<file path="config.mk">
export PLATFORM = sky130hd
export DESIGN_NAME = decode_writeback
export DESIGN_NICKNAME = d
export VERILOG_FILES = /design/src/rtl/decode_writeback.sv
export SDC_FILE = /design/constraint.sdc
export NUM_CORES = 2
export LEC_CHECK = 0
export CORE_MARGIN = 1.5
export CORE_UTILIZATION = 35
export CTS_BUF_LIST = sky130_fd_sc_hd__clkbuf_4 sky130_fd_sc_hd__clkbuf_8 sky130_fd_sc_hd__clkbuf_16
export CTS_CLUSTER_DIAMETER = 80
export CTS_CLUSTER_SIZE = 30
export DETAILED_ROUTE_END_ITERATION = 16
export PLACE_DENSITY = 0.58
export SETUP_SLACK_MARGIN = 0.3
export SKIP_CTS_REPAIR_TIMING = 1
export SYNTH_ARGS = -nofsm -noshare
export SYNTH_HDL_FRONTEND = slang
export SYNTH_SLANG_ARGS = --single-unit
</file>
<file path="constraint.sdc">
create_clock -name clk -period 4.6 [get_ports clk]
set_clock_uncertainty 0.05 [all_clocks]
set_input_delay 0.46 -clock clk [delete_from_list [all_inputs] [get_ports clk]]
set_output_delay 0.46 -clock clk [all_outputs]
set_load 0.005 [all_outputs]
</file>
<file path="src/rtl/decode_writeback.sv">
// Decode and write-back stage: decodes register IDs from icode/rA/rB,
// serves two combinational read ports, and commits up to two writes per edge.
module decode_writeback (
    input  logic        clk,
    input  logic        reset,
    input  logic [3:0]  icode,
    input  logic [3:0]  ifun,
    input  logic [3:0]  rA,
    input  logic [3:0]  rB,
    input  logic        Cnd,
    input  logic [63:0] valE,
    input  logic [63:0] valM,
    input  logic        wb_en,
    output logic [63:0] valA,
    output logic [63:0] valB,
    output logic [3:0]  srcA,
    output logic [3:0]  srcB,
    output logic [3:0]  dstE,
    output logic [3:0]  dstM
);

    localparam logic [3:0] RegNone = 4'hF;
    localparam logic [3:0] RegRsp  = 4'h4;

    localparam logic [3:0] IHalt   = 4'h0;
    localparam logic [3:0] INop    = 4'h1;
    localparam logic [3:0] ICmov   = 4'h2;
    localparam logic [3:0] IIrmov  = 4'h3;
    localparam logic [3:0] IRmmov  = 4'h4;
    localparam logic [3:0] IMrmov  = 4'h5;
    localparam logic [3:0] IOp     = 4'h6;
    localparam logic [3:0] IJxx    = 4'h7;
    localparam logic [3:0] ICall   = 4'h8;
    localparam logic [3:0] IRet    = 4'h9;
    localparam logic [3:0] IPush   = 4'hA;
    localparam logic [3:0] IPop    = 4'hB;

    // Function code travels alongside the instruction but is not decoded here.
    logic unused_ifun;
    assign unused_ifun = ^ifun;

    // 15 architectural registers; ID 15 is "none" and has no storage.
    logic [63:0] regs_q [15];
    logic [63:0] regs_d [15];

    // Decode source and destination register IDs from the instruction code.
    always_comb begin
        srcA = RegNone;
        srcB = RegNone;
        dstE = RegNone;
        dstM = RegNone;
        case (icode)
            ICmov: begin
                srcA = rA;
                dstE = Cnd ? rB : RegNone;
            end
            IIrmov: begin
                dstE = rB;
            end
            IRmmov: begin
                srcA = rA;
                srcB = rB;
            end
            IMrmov: begin
                srcB = rB;
                dstM = rA;
            end
            IOp: begin
                srcA = rA;
                srcB = rB;
                dstE = rB;
            end
            ICall: begin
                srcB = RegRsp;
                dstE = RegRsp;
            end
            IRet: begin
                srcA = RegRsp;
                srcB = RegRsp;
                dstE = RegRsp;
            end
            IPush: begin
                srcA = rA;
                srcB = RegRsp;
                dstE = RegRsp;
            end
            IPop: begin
                srcA = RegRsp;
                srcB = RegRsp;
                dstE = RegRsp;
                dstM = rA;
            end
            IHalt, INop, IJxx: begin
                // No register traffic.
            end
            default: begin
                // Undefined icodes leave every ID at "none".
            end
        endcase
    end

    // Read ports show pre-edge contents; ID 15 reads as zero.
    always_comb begin
        valA = (srcA == RegNone) ? 64'h0 : regs_q[srcA];
        valB = (srcB == RegNone) ? 64'h0 : regs_q[srcB];
    end

    // Next-state register file: E write first so an M write to the same ID wins.
    always_comb begin
        for (int i = 0; i < 15; i++) begin
            regs_d[i] = regs_q[i];
        end
        if (reset) begin
            for (int i = 0; i < 15; i++) begin
                regs_d[i] = 64'h0;
            end
        end else if (wb_en) begin
            if (dstE != RegNone) begin
                regs_d[dstE] = valE;
            end
            if (dstM != RegNone) begin
                regs_d[dstM] = valM;
            end
        end
    end

    // Commit the register file on the rising edge.
    always_ff @(posedge clk) begin
        for (int i = 0; i < 15; i++) begin
            regs_q[i] <= regs_d[i];
        end
    end

endmodule

</file>
==> results.json <==
{
  "result_of_the_run": "finished clean",
  "starting_density_pct": 35.3,
  "clk-insertion-delay-late_ns": 0.73,
  "routed_wire_length_per_instance_um": 37.7,
  "syn_area_um2": 57700,
  "postSynth.asyncResetShare_pct": 0,
  "drt_pre_antenna_iters": 14,
  "finalHoldViolations": 0,
  "grt_start_max_net_pins": 151,
  "critical_path_required_ns": 4.09,
  "io_buffers": 287,
  "reg2reg_slack_ns": 3.51,
  "dp_slack_ns": -0.00376,
  "drtIter0Drc": 15900,
  "regToRegStartpoint": "regs_q[3][11]",
  "mostFrequentLayoutCells": "sky130_fd_sc_hd__dfxtp_1 (960), sky130_fd_sc_hd__nor2_1 (841), sky130_fd_sc_hd__nand2_1 (742)",
  "via_count_of_the_first_global_routing_pass": 64900,
  "critical_path.reg2reg.endpoint": "regs_q[3][11]",
  "synth_seq_cells": 960,
  "floorplan.core_area_um2": 163000,
  "fraction_of_the_mapped_netlist_area_in_simple_logic_gates_pct": 18.1,
  "die-height_um": 409,
  "mux_cell_area_share_after_synthesis_pct": 3.62,
  "main_combinational_cell_family_by_area_after_synthesis": "compound AO/OA/AOI/OAI gates",
  "synth_seq_area_share_pct": 33.3,
  "hold_path_class": "primary input to flop",
  "top_level_ports": 292,
  "drive_above_1_share_pct": 11.1,
  "dp_hpwl_mm": 202,
  "hold-path-cell-count": 3,
  "drc": 0,
  "number_of_placement_rows": 148,
  "power.static_leakage_nw": 20.7,
  "route.final.wire_length_mm": 360,
  "drtAntennaViolNets": 0,
  "worst_slew_margin_rel_pct": 13.7,
  "max_flop_register": "regs_q",
  "tritoncts": "built",
  "timing.final.crit_share_pct": 95.6,
  "global_route.overflow_total": 0,
  "post-route-min-period_ns": 4.40,
  "grt_first_pass_wirelength_mm": 494,
  "dpl.cell_count": 9406,
  "most_common_library_cell_in_the_layout_ignoring_fill_and_taps": "sky130_fd_sc_hd__dfxtp_1",
  "finalSetupViolations": 0,
  "final_nets": 7462,
  "die_area_um2": 167000,
  "finalWorstSetupSlack_ns": 0.200,
  "final_cells": 9566,
  "cp_data_arrival_time_ns": 3.89,
  "cts_made_buffers": 66,
  "setup.worst_path.class": "primary input to output pin",
  "max_slew.worst_pin.slew_ns": 1.29,
  "yosys.area_share.adder_pct": 0,
  "netlist-cell-type-count": 77,
  "pwr_density_cell_nw_per_um2": 293,
  "yosys.area_share.xor_xnor_pct": 0,
  "drv.max_cap_violation_count": 0,
  "yosys_warnings": 0,
  "routed-via-count": 72200,
  "largest_register_ff_count": 960,
  "net_count_after_synthesis": 7695,
  "h-tree-depth": 3,
  "longest_clk_path_bufs": 3,
  "worst-path-max-fanout": 24,
  "netlist_instances": 7547,
  "routed_via_density": 7.55,
  "crit_path_capture_type": "output pin",
  "worst_setup_hold_path_clk_slew_ns": 0.11,
  "grt_setup_unrepaired": "yes",
  "final_max_slew_viol_count": 0,
  "avgSynthCellArea_um2": 7.65,
  "chipWidth_um": 409,
  "crit_path_start_kind": "primary input",
  "ff2ff_path_depth": 2,
  "max-vdd-ir-drop_mv": 0.288,
  "total_number_of_clock_tree_sinks": 960,
  "grtUsageTotal_pct": 40.4,
  "synth_compound_gate_area_share_pct": 38.0,
  "hp-start": "wb_en",
  "signed_area_change_from_the_synthesized_netlist_to_the_final_layout_pct": 15.9,
  "clock_tree.root_cell": "sky130_fd_sc_hd__clkbuf_16",
  "grt_antenna_before_repair": 37,
  "globalplace.congestion": 0.978,
  "timing.fmax_mhz": 227,
  "largest_registers": "regs_q: 960 flops",
  "synth_enable_flop_cells": 0,
  "min_to": "regs_q[7][16]",
  "post_synth_top_flop": "sky130_fd_sc_hd__dfxtp_1"
}
## critical path, stage by stage
cell                              delay (ns)
sky130_fd_sc_hd__clkdlybuf4s50_1        0.41
sky130_fd_sc_hd__buf_4                  0.22
sky130_fd_sc_hd__or2_2                  0.39
sky130_fd_sc_hd__nand3_1                0.34
sky130_fd_sc_hd__o21ai_2                0.11
sky130_fd_sc_hd__clkinv_2               0.10
sky130_fd_sc_hd__buf_12                 0.27
sky130_fd_sc_hd__buf_4                  0.24
sky130_fd_sc_hd__o21ai_0                0.12
sky130_fd_sc_hd__o21ai_0                0.45
sky130_fd_sc_hd__buf_4                  0.23
sky130_fd_sc_hd__clkdlybuf4s50_1        0.50
## per-layer routing
| layer | up-vias | global-route usage (%) | part of all wire, % |
|---|---|---|---|
| met5 | - | 0.144 | 0.052 |
| met3 | 2004 | 17.1 | 17 |
| met2 | 7521 | 55.5 | 39 |
| met4 | 24 | 27.3 | 8.4 |
| met1 | 34300 | 50.6 | 35 |
| li1 | 28400 | - | - |
## cell usage after synthesis, drive strengths merged (49+ instances only)
master	count	area share, %
clkbuf	729	4.7
a31oi	101	1.1
o311a	57	0.99
o221ai	49	0.74
nand2	757	4.9
o2bb2ai	125	1.9
nand2b	78	0.85
a2111oi	68	1.6
a211oi	85	1.1
a221o	62	1.1
nor2	858	5.6
nor3	299	2.7
a22oi	402	5.2
a221oi	420	7.0
buf	231	2.0
o211ai	62	0.81
o21ai	595	5.2
mux2i	183	3.2
a21oi	386	3.4
o22ai	464	5.0
dfxtp	960	33
o32ai	59	0.90
nand3	135	1.2
nor4	148	2.3
## cells by family after synthesis
kind of cell           count (synthesis)
AOI/OAI and AO/OA                   3060
buffers and inverters                994
DFF                                  960
muxes                                206
and+or+nand+nor                     2327
## where the power goes
part / internal [mW] / leakage [nW] / switching (mW)
Combinational: 1.19 / 11.8 / 2.82
Sequential: 8.43 / 7.76 / 0.119
Clock: 3.10 / 1.17 / 3.96
## per-stage QoR
step / setup TNS [ns] / utilization (%) / instance area [µm²] / power [mW] / hold slack [ns]
floorplan: 0 / - / 57700 / 10.5 / 0.381
global placement: -0.00694 / 39.3 / 64200 / 12.4 / 0.391
detailed placement: -0.00376 / 39.3 / 64200 / 12.4 / 0.395
CTS: -0.0230 / 40.8 / 66600 / 19.3 / 0.112
global route: 0 / 40.9 / 66800 / 19.9 / 0.139
finish: 0 / 40.9 / 66900 / 19.6 / 0.125
## final cells by class
class	count	area, µm²
flip-flops and latches	960	19200
diodes	25	62.6
inverters	34	170
fillers	16300	96400
repair buffers	659	7140
multi-input cells	5593	35200
well taps	2175	2720
clock buffers	73	1770
clock inverters	47	612
## worst max path at each step
stage          endpoint     start
4_1_cts        valA[61]  icode[3]
6_report       valA[52]  icode[2]
2_1_floorplan  valA[32]  icode[2]
3_3_place_gp   valA[61]  icode[3]
3_5_place_dp   valA[61]  icode[3]
5_1_grt        valA[52]  icode[2]
Power figures use the tool's default switching activity.
